### src/rtl/joystick_dir_filter.sv
// Joystick direction filter: steers the ADC between X and Y, classifies samples
// with hysteresis, debounces per axis and emits single-cycle move pulses.
module joystick_dir_filter #(
  parameter int HI_THRESH      = 3072,
  parameter int LO_THRESH      = 1024,
  parameter int HYST           = 256,
  parameter int SETTLE_SAMPLES = 4,
  parameter int HOLD_CYCLES    = 781250,
  parameter int REPEAT_CYCLES  = 312500,
  parameter int X_CHAN         = 0,
  parameter int Y_CHAN         = 1
) (
  input  logic        clk,
  input  logic        reset,
  input  logic        enable,
  input  logic        sample_valid,
  input  logic [2:0]  sample_chan,
  input  logic [11:0] sample_data,
  output logic [2:0]  chan_req,
  output logic        up,
  output logic        down,
  output logic        left,
  output logic        right
);

  typedef enum logic [1:0] {Z_CEN, Z_POS, Z_NEG} zone_t;
  typedef enum logic [1:0] {S_IDLE, S_DELAY, S_REPEAT} state_t;

  localparam int TMAX = (HOLD_CYCLES > REPEAT_CYCLES) ? HOLD_CYCLES : REPEAT_CYCLES;
  localparam int TW   = (TMAX > 2) ? $clog2(TMAX) : 1;

  localparam logic [12:0] HI   = 13'(HI_THRESH);
  localparam logic [12:0] LO   = 13'(LO_THRESH);
  localparam logic [12:0] HI_H = 13'(HI_THRESH - HYST);
  localparam logic [12:0] LO_H = 13'(LO_THRESH + HYST);
  localparam logic [3:0]  SETTLE = 4'(SETTLE_SAMPLES);
  localparam logic [2:0]  XC = 3'(X_CHAN);
  localparam logic [2:0]  YC = 3'(Y_CHAN);
  localparam logic [TW-1:0] HOLD_LAST = TW'(HOLD_CYCLES - 1);
  localparam logic [TW-1:0] REP_LAST  = TW'(REPEAT_CYCLES - 1);

  function automatic zone_t classify(input logic [11:0] data, input zone_t cur);
    logic [12:0] d;
    d = {1'b0, data};
    classify = Z_CEN;
    case (cur)
      Z_POS: begin
        if (d > HI_H) classify = Z_POS;
        else if (d < LO) classify = Z_NEG;
      end
      Z_NEG: begin
        if (d < LO_H) classify = Z_NEG;
        else if (d > HI) classify = Z_POS;
      end
      default: begin
        if (d > HI) classify = Z_POS;
        else if (d < LO) classify = Z_NEG;
      end
    endcase
  endfunction

  // index 0 = X axis, 1 = Y axis
  zone_t         comm [2];
  zone_t         comm_n [2];
  zone_t         prev [2];
  zone_t         prev_n [2];
  logic [3:0]    cnt [2];
  logic [3:0]    cnt_n [2];
  state_t        st [2];
  state_t        st_n [2];
  zone_t         dir [2];
  zone_t         dir_n [2];
  zone_t         req [2];
  logic [TW-1:0] tmr [2];
  logic [TW-1:0] tmr_n [2];
  zone_t         pend;
  zone_t         pend_n;
  zone_t         raw;
  logic [3:0]    mv_n;
  logic          accept;
  logic          ax;

  assign accept = sample_valid && (sample_chan == chan_req);
  assign ax     = (chan_req != XC);

  always_comb begin
    for (int a = 0; a < 2; a++) begin
      comm_n[a] = comm[a];
      prev_n[a] = prev[a];
      cnt_n[a]  = cnt[a];
    end
    raw = classify(sample_data, comm[ax]);
    if (accept) begin
      prev_n[ax] = raw;
      if (raw == prev[ax])
        cnt_n[ax] = (cnt[ax] >= SETTLE) ? SETTLE : cnt[ax] + 4'd1;
      else
        cnt_n[ax] = 4'd1;
      if (cnt_n[ax] == SETTLE) comm_n[ax] = raw;
    end
  end

  // FSMs react to the zone committed this cycle, giving one-cycle pulse latency
  always_comb begin
    for (int a = 0; a < 2; a++) begin
      st_n[a]  = st[a];
      dir_n[a] = dir[a];
      tmr_n[a] = tmr[a];
      req[a]   = Z_CEN;
      if (!enable || comm_n[a] == Z_CEN) begin
        st_n[a] = S_IDLE;
        tmr_n[a] = '0;
      end else if (st[a] == S_IDLE || comm_n[a] != dir[a]) begin
        req[a]   = comm_n[a];
        dir_n[a] = comm_n[a];
        st_n[a]  = S_DELAY;
        tmr_n[a] = '0;
      end else if (st[a] == S_DELAY && tmr[a] == HOLD_LAST) begin
        req[a]   = dir[a];
        st_n[a]  = S_REPEAT;
        tmr_n[a] = '0;
      end else if (st[a] == S_REPEAT && tmr[a] == REP_LAST) begin
        req[a]   = dir[a];
        tmr_n[a] = '0;
      end else begin
        tmr_n[a] = tmr[a] + TW'(1);
      end
    end
  end

  // mv_n = {up, down, left, right}; X wins, Y waits one cycle in pend
  always_comb begin
    mv_n   = 4'b0000;
    pend_n = pend;
    if (!enable) begin
      pend_n = Z_CEN;
    end else if (req[0] != Z_CEN) begin
      mv_n = (req[0] == Z_POS) ? 4'b0001 : 4'b0010;
      if (req[1] != Z_CEN) pend_n = req[1];
    end else if (req[1] != Z_CEN) begin
      mv_n   = (req[1] == Z_POS) ? 4'b1000 : 4'b0100;
      pend_n = Z_CEN;
    end else if (pend != Z_CEN) begin
      mv_n   = (pend == Z_POS) ? 4'b1000 : 4'b0100;
      pend_n = Z_CEN;
    end
  end

  always_ff @(posedge clk) begin
    if (reset) begin
      chan_req <= XC;
      pend     <= Z_CEN;
      {up, down, left, right} <= 4'b0000;
      for (int a = 0; a < 2; a++) begin
        comm[a] <= Z_CEN;
        prev[a] <= Z_CEN;
        cnt[a]  <= '0;
        st[a]   <= S_IDLE;
        dir[a]  <= Z_CEN;
        tmr[a]  <= '0;
      end
    end else begin
      if (accept) chan_req <= (chan_req == XC) ? YC : XC;
      pend <= pend_n;
      {up, down, left, right} <= mv_n;
      for (int a = 0; a < 2; a++) begin
        comm[a] <= comm_n[a];
        prev[a] <= prev_n[a];
        cnt[a]  <= cnt_n[a];
        st[a]   <= st_n[a];
        dir[a]  <= dir_n[a];
        tmr[a]  <= tmr_n[a];
      end
    end
  end

endmodule

### config.mk
export PLATFORM = sky130hd
export DESIGN_NAME = joystick_dir_filter
export DESIGN_NICKNAME = d
export VERILOG_FILES = /design/src/rtl/joystick_dir_filter.sv
export SDC_FILE = /design/constraint.sdc
export NUM_CORES = 1
export LEC_CHECK = 0
export CAP_MARGIN = 0
export CORE_ASPECT_RATIO = 2
export CORE_UTILIZATION = 60
export CTS_CLUSTER_SIZE = 30
export DETAILED_ROUTE_END_ITERATION = 8
export MAX_ROUTING_LAYER = met4
export PLACE_DENSITY = 0.87
export SETUP_SLACK_MARGIN = 0.3
export SLEW_MARGIN = 20
export SYNTH_ARGS = -nofsm -noshare
export SYNTH_HDL_FRONTEND = slang
export SYNTH_SLANG_ARGS = --single-unit
### constraint.sdc
create_clock -name clk -period 7.6 [get_ports clk]
set_input_delay 1.14 -clock clk [delete_from_list [all_inputs] [get_ports clk]]
set_output_delay 1.14 -clock clk [all_outputs]
set_load 0.1 [all_outputs]
==> results.ini <==
[run_status]
status = finished, violations left
violations = design-rule violations

[timing]
fin_tns_setup_ns = 0
fin_crit_sh_pct = 57.4
slew_violations = 0
period_needed_ns = 4.36
finalHoldViolations = 0
final-setup-viol-count = 0
hold_slack_ns = 0.455
fin_skew_ns = 0.00624
clock.fmax_mhz = 229
worstMarginPinSlew_ns = 1.03
max_slew_margin_pct = 31.4
rsz0062_at_grt = false

[routing]
wl_um = 7970
vias_per_cell = 6.11
wl_per_cell_um = 16.3
dr.pass1.iters = 6
drtIter0Drc = 184
post-route-drc-count = 8
drtAntennaViolNets = 0
vias = 2996

[layout]
n_fill_cell = 439
seq_area_um2 = 1440
multi_input_area_um2 = 2060
drive_above_1_share_pct = 8.62
stdcell_area_um2 = 4130
final_core_util_pct = 71.7
fin_nets = 452
diodes = 0
area_delta_synth_final_pct = 14.0

[clock_network]
postCtsSetupBuffers = 0
path_clk_slew_ns = 0.05
clk_latency_ns = 0.34
post_cts_resized = 0
cts.htree.levels = 3
cts.sinks = 72
cts_tree = done
cts_buffers = 9
clockBufferDepth = 2
cts-root-buf = clkbuf_16
postCtsHoldBufs = 0

[power]
ir_worst_vdd_uv = 189
p_leak_nw = 1.41
cellPowerDensity_nw_per_um2 = 195

[worst_hold_path]
hold_depth = 2
hold_path.class = reg2reg

[synthesis]
synth_edf_count = 0
synth_area_per_cell_um2 = 9.03
synth_cell_type_count = 61
yosysSeqAreaShare_pct = 39.8
synth_top_area_share_pct = 39.8
syn_inst = 401
yosysWarnings = 0
yosys-top-cells-area = dfxtp_1 40%, nor2_1 6.6%, xor2_1 6.3%
netlist_area_um2 = 3620
yosys-top-cells-count = 72 x dfxtp_1, 64 x nor2_1, 32 x nand2_1
yosys.area.top_type = dfxtp_1
synth_ff_type = dfxtp_1
async_flop_share_pct = 0
ys_ff_latch = 72
synth.most_common_cell = dfxtp_1

[floorplan]
die_x_um = 56.9
die_area_um2 = 6370
placementRows = 39
boundaryPins = 26
die_h_um = 112
coreArea_um2 = 5760
initial_core_util_pct = 62.9

[placement]
portBuffers = 23
dp_hpwl_um = 5840
gp_congestion = 0.849
placed_area_um2 = 3840

[global_routing]
grt_first_pass_wirelength_um = 13300
grt_max_degree = 25
grt.total_usage_pct = 27.7
grt_pass1_vias = 3041
antenna_found_initial = 0
grt_overflow = 0

[critical_path]
path_class = in2reg
crit_required_ns = 7.78
r2r_cells = 12
worst_setup_path_start_kind = input pin
crit_path_max_fanout = 20
crit_arrival_ns = 4.54
end_kind = flop

[flow_run]
cap_viol_max_count = 0

-- worst paths after layout --
check,start,end,slack (ns)
max,sample_data[9],tmr[0][2],3.24
min,cnt[1][1],cnt[1][1],0.45
max reg2reg,flop,tmr[0][2],3.24
min reg2reg,cnt[1][1],cnt[1][1],0.45
-- cell families after synthesis --
family | after synthesis | share of synthesized area (%)
simple gates | 198 | 29.8
flops | 72 | 39.8
compound gates | 47 | 10.1
xor+xnor | 41 | 10.1
buf+inv | 21 | 3.35
mux | 12 | 3.63
fa+ha+maj | 9 | 3.11
other cells | 1 | 0.104
-- registers in the layout, summed over array words and instances, names as in the netlist, named ones only --
signal and flops:
comm 4, up 1, cnt 8, dir 4, pend 2, prev 4, st 4, right 1
left 1, chan_req 1, tmr 40, down 1
-- metal layers --
| metal | track usage [%] | vias up | wire [um] |
|---|---|---|---|
| met4 | 16.3 | 0 | 318 |
| li1 | - | 1476 | - |
| met3 | 6.04 | 27 | 295 |
| met5 | - | - | 0 |
| met2 | 51.5 | 80 | 4570 |
| met1 | 24.3 | 1413 | 2790 |
-- final cells by class --
type                    count  share of cell area [%]
clock buffers              11                    6.12
clock inverters             5                   0.758
inverters                   9                   0.818
multi-input cells         309                    50.0
flip-flops and latches     72                    34.9
well taps                  61                    1.85
repair buffers             23                    5.58
-- worst max-delay path: stages --
cell,delay (ns)
clkdlybuf4s50_1,0.46
or4b_4,0.57
a211oi_4,0.39
xnor2_2,0.20
a211oi_2,0.26
mux2_4,0.37
xnor2_1,0.15
and3_4,0.19
o211ai_2,0.66
nor2_1,0.14
-- power breakdown --
part           internal, mW  switching [mW]  total [mW]
sequential            0.379         0.00176       0.380
clock                 0.237           0.153       0.390
combinational        0.0147          0.0199      0.0345
total                 0.630           0.174       0.805
-- stage by stage --
stage | setup WS (ns) | power [mW] | instances
floorplan | 3.95 | 0.409 | 402
global placement | 3.04 | 0.422 | 474
detailed placement | 2.91 | 0.423 | 474
CTS | 3.22 | 0.811 | 490
global route | 2.97 | 0.829 | 490
finish | 3.24 | 0.805 | 490
-- layout by cell type, fill, tap and decap left out, types with 4 or more instances in the layout --
cell and n:
nand4b_1 6, a31oi_1 4, mux2i_1 8, xor2_1 26
dfxtp_1 72, nand3_1 16, clkbuf_16 9, a21oi_1 12
nor3_1 12, and4b_1 6, nor4_1 8, o21ai_0 4
inv_1 9, nand4_1 14, clkdlybuf4s50_1 23, nor2b_1 8
ha_1 9, xnor2_1 14, nor2_1 64, nor3b_1 9
nor4b_1 4, nand2_1 32
Note: power is estimated with default switching activity, not from simulation.
